===== src/rtl/ssp_write_packer.sv =====
// ssp_write_packer: packs PAR_WRITE stream words into one wide scratchpad write with occupancy tracking.
// Define SSP_WP_STALL_CNT_EN to add the saturating stall_cycles counter output.
module ssp_write_packer #(
    parameter int DATA_WIDTH = 16,
    parameter int ADDR_WIDTH = 3,
    parameter int PAR_WRITE  = 2
) (
    input  logic                            clk,
    input  logic                            rst,
    input  logic                            in_valid,
    output logic                            in_ready,
    input  logic [DATA_WIDTH-1:0]           in_data,
    input  logic                            in_last,
    input  logic                            release_valid,
    input  logic [ADDR_WIDTH:0]             release_count,
    output logic                            wen,
    output logic                            chip_en,
    output logic [ADDR_WIDTH-1:0]           waddr,
    output logic [PAR_WRITE*DATA_WIDTH-1:0] din,
    output logic [ADDR_WIDTH:0]             occupancy,
    output logic                            full,
    output logic                            done,
    output logic                            err
`ifdef SSP_WP_STALL_CNT_EN
    ,
    output logic [15:0]                     stall_cycles
`endif
);
    localparam int DEPTH = 2 ** ADDR_WIDTH;
    localparam int LW = PAR_WRITE > 1 ? $clog2(PAR_WRITE) : 1;
    localparam logic [0:0] COLLECT = 1'b0;
    localparam logic [0:0] ISSUE = 1'b1;
    localparam logic [ADDR_WIDTH:0] OCC_LIMIT = (ADDR_WIDTH + 1)'(DEPTH - PAR_WRITE);

    if (PAR_WRITE < 1 || DEPTH % PAR_WRITE != 0) begin : g_bad_par
        $fatal(1, "PAR_WRITE must divide DEPTH");
    end

    logic [0:0]                      state;
    logic [LW-1:0]                   lane;
    logic [PAR_WRITE*DATA_WIDTH-1:0] pack, din_q;
    logic                            last_q;
    logic [ADDR_WIDTH-1:0]           wr_ptr, waddr_q;
    logic [ADDR_WIDTH:0]             occ, occ_add, occ_sub;

    // Outputs depend only on registered state; waddr/din replay the last write while idle.
    always_comb begin
        in_ready = state == COLLECT;
        wen = state == ISSUE && occ <= OCC_LIMIT;
        chip_en = wen;
        done = wen && last_q;
        full = occ > OCC_LIMIT;
        occupancy = occ;
        waddr = wen ? wr_ptr : waddr_q;
        din = wen ? pack : din_q;
        occ_add = occ + (wen ? (ADDR_WIDTH + 1)'(PAR_WRITE) : '0);
        occ_sub = release_valid ? release_count : '0;
    end

    always_ff @(posedge clk) begin
        if (rst) begin
            state <= COLLECT;
            lane <= '0;
            pack <= '0;
            last_q <= 1'b0;
            wr_ptr <= '0;
            waddr_q <= '0;
            din_q <= '0;
            occ <= '0;
            err <= 1'b0;
        end else begin
            if (state == COLLECT && in_valid) begin
                pack[lane*DATA_WIDTH +: DATA_WIDTH] <= in_data;
                lane <= lane + 1'b1;
                last_q <= in_last;
                if (lane == LW'(PAR_WRITE - 1) || in_last) state <= ISSUE;
            end
            if (wen) begin
                state <= COLLECT;
                lane <= '0;
                pack <= '0;
                last_q <= 1'b0;
                wr_ptr <= wr_ptr + ADDR_WIDTH'(PAR_WRITE);
                waddr_q <= wr_ptr;
                din_q <= pack;
            end
            // Over-release clamps to empty and latches the error until reset.
            if (occ_sub > occ_add) begin
                occ <= '0;
                err <= 1'b1;
            end else begin
                occ <= occ_add - occ_sub;
            end
        end
    end

`ifdef SSP_WP_STALL_CNT_EN
    always_ff @(posedge clk) begin
        if (rst) stall_cycles <= '0;
        else if (state == ISSUE && !wen && stall_cycles != 16'hFFFF) stall_cycles <= stall_cycles + 16'd1;
    end
`endif
endmodule

===== config.mk =====
export PLATFORM = sky130hd
export DESIGN_NAME = ssp_write_packer
export DESIGN_NICKNAME = d
export VERILOG_FILES = /design/src/rtl/ssp_write_packer.sv
export SDC_FILE = /design/constraint.sdc
export NUM_CORES = 1
export LEC_CHECK = 0
export ABC_CLOCK_PERIOD_IN_PS = 7210
export BUFFER_PORTS_ARGS = -buffer_cell sky130_fd_sc_hd__buf_2
export CORE_MARGIN = 3
export CORE_UTILIZATION = 55
export CTS_CLUSTER_SIZE = 8
export DETAILED_ROUTE_END_ITERATION = 10
export GPL_ROUTABILITY_DRIVEN = 0
export PLACE_DENSITY_LB_ADDON = 0.12
export SYNTH_ARGS = -nofsm -noshare
export SYNTH_HDL_FRONTEND = slang
export SYNTH_SLANG_ARGS = --single-unit

===== constraint.sdc =====
create_clock -name clk -period 7.21 [get_ports clk]
set_input_delay 1.442 -clock clk [delete_from_list [all_inputs] [get_ports clk]]
set_output_delay 1.442 -clock clk [all_outputs]
set_load 0.005 [all_outputs]

After elaboration in Yosys (flattened, before gate mapping)
Cells that the tools add are included.
W data, S select, Z words.
- $add $sub $neg: 5
- magnitude comparators: 3
- shifts and indexed selects: 2
- mux-type cells: 5
- bitwise operators: 1
- reductions and logical operators: 7
- operators with widths (operator ; number):
    $neg A5 Y34 ; 1
    $shift A16 B34 Y32 const A ; 1
    $shiftx A16 B34 Y32 ; 1
    $bwmux W32 ; 1
    $mux W32 ; 1
    $add A4 B2 Y4 ; 1
    $gt A4 B3 Y1 const B ; 1
    $gt A4 B4 Y1 ; 1
    $le A4 B3 Y1 const B ; 1
    $mux W4 ; 1
    $reduce_or A2 Y1 ; 2
    $sub A4 B4 Y4 ; 1
    $add A3 B2 Y3 const B ; 1
    $logic_and A1 B1 Y1 ; 3
    $mux W3 ; 1
    $mux W2 ; 1
    $reduce_and A2 Y1 ; 1
    $add A1 B1 Y1 const B ; 1
    $logic_or A1 B1 Y1 ; 1
    $not A1 Y1 ; 1
- register bits: 78
- bits of input ports: 25
- output and inout port bits: 45
- word-level logic and storage cells: 32

Depth between registers and ports, before layout
- depth after elaboration: 6
- mapped depth: 12
- gate-level depth less buffers: 10

Least setup slack after synthesis
OpenSTA, ideal clock, no wires.
- kind: flip-flop to output port
- start point: register occ[0] (netlist: occupancy[0])
- end point: output din[10]
- data arrival time: 1433 ps
- required time: 5768 ps
- slack: 4335 ps
- cell stages (with the launch flop): 6
- path buffers: 2
- path through: dfxtp_1 and3_1 or3_1 buf_2 buf_6 mux2_4
- longest elaborated chain between the ends: 3
- RTL lines (item ; RTL line ; text):
    from (decl) ; 44 ; logic [ADDR_WIDTH:0] occ, occ_add, occ_sub;
    from (signal assigned) ; 92 ; occ <= occ_add - occ_sub;
    $le A4 B3 Y1 ; 49 ; wen = state == ISSUE && occ <= OCC_LIMIT;
    $logic_and A1 B1 Y1 ; 49 ;
    $mux W32 ; n/a ;
    to (decl) ; 19 ; output logic [PAR_WRITE*DATA_WIDTH-1:0] din,
No other way between the ends.

Final worst setup path
- start point: register occ[0] (netlist: occupancy[0])
- end point: output din[3]
Same word-level chain as after synthesis.

==> out/results.md <==
| Metric | This run |
|---|---|
| Setup TNS after final layout | 0 ns |
| Share of the clock period used by the worst path after layout | 52.6% |
| Clock tree from TritonCTS | built |
| Worst Setup Path Type | register to primary output |
| Worst slew margin relative to its limit | 26.6% |
| I/O pin total | 70 |
| Synth warn | 0 |
| Num rows | 26 |
| Final critical path time including I/O delays and setup | 3.80 ns |
| Fraction of the yosys area taken by sequential cells | 49.7% |
| Count of max-cap constraint violations | 0 |
| CTS-repair resized insts | 0 |
| Residual antenna-violating net count after detailed routing | 0 |
| Via count of the first global-routing pass | 2134 |
| Final number of setup-violating endpoints | 0 |
| Htree depth | 3 |
| Final layout net count | 414 |
| Fraction of final layout cells sized beyond drive strength 1 | 31.8% |
| Count of unique library cells instantiated by Yosys | 25 |
| Placement-stage cell area | 3440 um2 |
| Wire length of the first global-routing pass | 9920 um |
| Path category of the worst min-delay check | register to register |
| Largest stage delay on the critical path | 0.88 ns |
| Slew Limit Fails | 0 |
| Cell leakage power | 0.00172 uW |
| Worst path arrival time | 2.35 ns |
| Post-layout worst setup margin | 3.41 ns |
| Routed wirelength normalized by instance count | 13.4 um |
| CORE AREA | 5270 um2 |
| Total power per unit cell area | 283 nW/um2 |
| Worst hold path endpoint | waddr_q[0] |
| Net switching component of the power | 279 uW |
| Hpwl dp | 4180 um |
| Final Hold Fails | 0 |
| Clock power frac | 35.3% |
| Routed metal-1 wirelength | 2780 um |
| Initial cell density of the core | 58.8% |
| Die ar. | 6570 um2 |
| Peak supply drop | 0.179 mV |
| Insertion delay to the later sink of the worst-skew pair | 0.35 ns |
| Initial antenna violation count | 0 |
| Critical Path RT | 5.77 ns |
| Capturing element type of the critical path | primary output |
| Die span in x | 81.1 um |
| Post-CTS Hold Buffers | 0 |
| Critical path fanouts, max | 37 |
| Overflow left after global routing | 0 |
| Worst clock skew | 0.0101 ns |
| Yosys reg bits | 77 |
| Area growth from synthesis to layout | 18.4% |
| Net count after synthesis | 352 |
| Cell with the largest stage delay on the worst path | sky130_fd_sc_hd__or3_2 |
| Portion of synthesized cell area occupied by the leading cell type | 49.7% |
| Actual transition at the worst max-transition pin | 1.10 ns |
| Detailed router's first-iteration violation count | 117 |
| Sequential share of power | 45.5% |
| Synthesized area | 3100 um2 |
| Number of buffers on the longest clock path | 2 |
| Share of total power in combinational logic | 19.1% |
| Fin Hold WS | 0.450 ns |
| Clock sink total | 77 |
| Leading area contributor after synthesis | sky130_fd_sc_hd__dfxtp_1 |
| Switching share of power | 26.8% |
| Clock tree root buffer cell | sky130_fd_sc_hd__clkbuf_8 |
| Unrepaired setup endpoints after global routing | no |
| Overall Global Routing Usage | 19.7% |
| Overall routed net length | 6120 um |
| Pre-CTS setup slack | 3.77 ns |
| Largest net degree at the start of global routing | 40 |
| Y dimension of the die | 81.1 um |
| Cell internal power dissipation | 760 uW |
| DRC violation count after routing | 0 |
| Reg clk slew, reported paths | 0.07 ns |
| Filler cell count in the final layout | 432 |
| Clock buffers created by TritonCTS | 9 |
| Worst Hold Depth | 2 |
| Via density | 4.94 |
| Count of buffering cells on the critical path with inverters included | 1 |
| Setup slack on the worst flop-to-flop path | 3.97 ns |
| Chain of cells forming the critical path | and3_1 -> or3_2 -> mux2_4 -> buf_2 |
| DR vias | 2259 |
| Reg2reg end | occupancy[1] |
| First-pass detailed-route iteration total | 4 |
| Final std cell area, no fill | 3670 um2 |
| Number of buffers added for setup after CTS | 0 |
| DR WL met2 | 2890 um |
| Worst min-delay path startpoint | waddr_q[0] |
| Worst flop-to-flop path startpoint | occupancy[0] |
| Number of instances in the synthesized netlist | 320 |
| Reg2Reg Depth | 9 |
| Antenna diode instance count | 0 |
| Routed met3 length | 352 um |
| Outcome | complete, no violations |
| Top routing layer used | met4 |
| Maximum operating frequency | 263 MHz |
| Count of port buffers added during placement | 69 |
| Average cell area after synthesis | 9.69 um2 |
| Crit path max-delay family | simple AND/OR/NAND/NOR gates |
| Most area-consuming cells after synthesis | sky130_fd_sc_hd__dfxtp_1 (50%), sky130_fd_sc_hd__mux2_4 (13%), sky130_fd_sc_hd__nand2_1 (8.5%) |
| Startpoint kind of the worst setup timing path | register |
-- layer usage --
metal	vias to the layer above	GRT usage, %
met5	-	0
met4	0	8.11
met3	9	5.43
met2	61	31.0
met1	1041	25.6
li1	1148	-
-- synth_stat cells --
master	number
sky130_fd_sc_hd__fa_1	1
sky130_fd_sc_hd__or3_1	1
sky130_fd_sc_hd__and3_1	1
sky130_fd_sc_hd__mux2_2	6
sky130_fd_sc_hd__or2_2	2
sky130_fd_sc_hd__nand2b_1	4
sky130_fd_sc_hd__a21o_1	2
sky130_fd_sc_hd__xor2_1	2
sky130_fd_sc_hd__a21oi_1	37
sky130_fd_sc_hd__xnor2_1	3
sky130_fd_sc_hd__mux2_4	27
sky130_fd_sc_hd__ha_1	6
sky130_fd_sc_hd__and2_1	2
sky130_fd_sc_hd__inv_1	6
sky130_fd_sc_hd__nor2b_1	36
sky130_fd_sc_hd__nand2_1	70
sky130_fd_sc_hd__clkbuf_1	10
sky130_fd_sc_hd__buf_4	1
sky130_fd_sc_hd__nor2_1	15
sky130_fd_sc_hd__buf_6	3
sky130_fd_sc_hd__inv_2	1
sky130_fd_sc_hd__dfxtp_1	77
sky130_fd_sc_hd__o21ai_0	1
sky130_fd_sc_hd__buf_2	5
sky130_fd_sc_hd__nor3_1	1
-- worst register-to-register path, stage by stage (launching register included) --
cell	delay, ns
sky130_fd_sc_hd__dfxtp_1	0.35
sky130_fd_sc_hd__and3_1	0.19
sky130_fd_sc_hd__or3_2	0.86
sky130_fd_sc_hd__inv_1	0.28
sky130_fd_sc_hd__ha_1	0.41
sky130_fd_sc_hd__fa_1	0.47
sky130_fd_sc_hd__a21o_1	0.19
sky130_fd_sc_hd__a21oi_1	0.17
sky130_fd_sc_hd__or2_2	0.17
sky130_fd_sc_hd__nor2_1	0.05
-- sequential cells by signal, summed over array words and instances (netlist names) --
signal	cells
waddr_q	3
err	1
last_q	1
pack	32
din_q	32
state	1
occupancy	4
lane	1
wr_ptr	2
-- how the worst max path moves through the flow --
stage / startpoint / end / slack [ns] / depth (start not counted)
global placement: occupancy[0] / din[29] / 3.80 / 4
detailed placement: occupancy[0] / din[19] / 3.77 / 4
global route: occupancy[1] / waddr[0] / 3.24 / 5
floorplan: occupancy[0] / din[10] / 4.33 / 5
CTS: occupancy[0] / din[3] / 3.39 / 4
finish: occupancy[0] / din[3] / 3.41 / 4
-- through the flow --
stage / util (%) / instances / total power (uW)
final: 69.7 / 457 / 1040
after global routing: 69.7 / 457 / 1090
after CTS: 69.7 / 457 / 1050
after detailed placement: 65.2 / 441 / 684
after global placement: 65.2 / 441 / 679
after floorplan: - / 320 / 630
-- cells in the final DEF, fill, tap and decap left out --
cell                         Yosys  layout
sky130_fd_sc_hd__a21o_1          2       2
sky130_fd_sc_hd__a21oi_1        37      37
sky130_fd_sc_hd__and2_1          2       2
sky130_fd_sc_hd__and3_1          1       1
sky130_fd_sc_hd__buf_2           5      69
sky130_fd_sc_hd__buf_4           1       1
sky130_fd_sc_hd__bufinv_16       0       2
sky130_fd_sc_hd__clkbuf_8        0      11
sky130_fd_sc_hd__clkinvlp_4      0       3
sky130_fd_sc_hd__dfxtp_1        77      77
sky130_fd_sc_hd__fa_1            1       1
sky130_fd_sc_hd__ha_1            6       6
sky130_fd_sc_hd__inv_1           6       6
sky130_fd_sc_hd__inv_2           1       1
sky130_fd_sc_hd__mux2_2          6       6
sky130_fd_sc_hd__mux2_4         27      27
sky130_fd_sc_hd__nand2_1        70      70
sky130_fd_sc_hd__nand2b_1        4       4
sky130_fd_sc_hd__nor2_1         15      15
sky130_fd_sc_hd__nor2b_1        36      36
sky130_fd_sc_hd__nor3_1          1       1
sky130_fd_sc_hd__o21ai_0         1       1
sky130_fd_sc_hd__or2_2           2       2
sky130_fd_sc_hd__or3_2           0       1
sky130_fd_sc_hd__xnor2_1         3       3
sky130_fd_sc_hd__xor2_1          2       2
-- cells by family after synthesis --
kind of cell             share of synthesized area (%)
multiplexers                                      15.3
AO/OA/AOI/OAI                                     6.62
AND/OR/NAND/NOR                                   19.7
XOR/XNOR                                          1.41
flip-flops                                        49.7
buffers and inverters                             4.20
adder cells (fa/ha/maj)                           3.07
-- power by group through the flow --
stage,Combinational [uW],Sequential (uW),Clock (uW)
2_1_floorplan,151,479,0
3_3_place_gp,197,481,0
3_5_place_dp,202,482,0
4_1_cts,202,473,375
5_1_grt,223,477,395
6_report,199,473,367
-- final cells by class --
| class | count | area (um2) | area share (%) |
|---|---|---|---|
| sequential | 77 | 1540 | 42.0 |
| multi-input combinational | 217 | 1430 | 38.9 |
| timing repair buffer | 70 | 353 | 9.61 |
| clock buffer | 11 | 151 | 4.12 |
| tap | 70 | 87.6 | 2.39 |
| clock inverter | 5 | 82.6 | 2.25 |
| inverter | 7 | 26.3 | 0.716 |
Note: power is estimated with default switching activity, not from simulation.
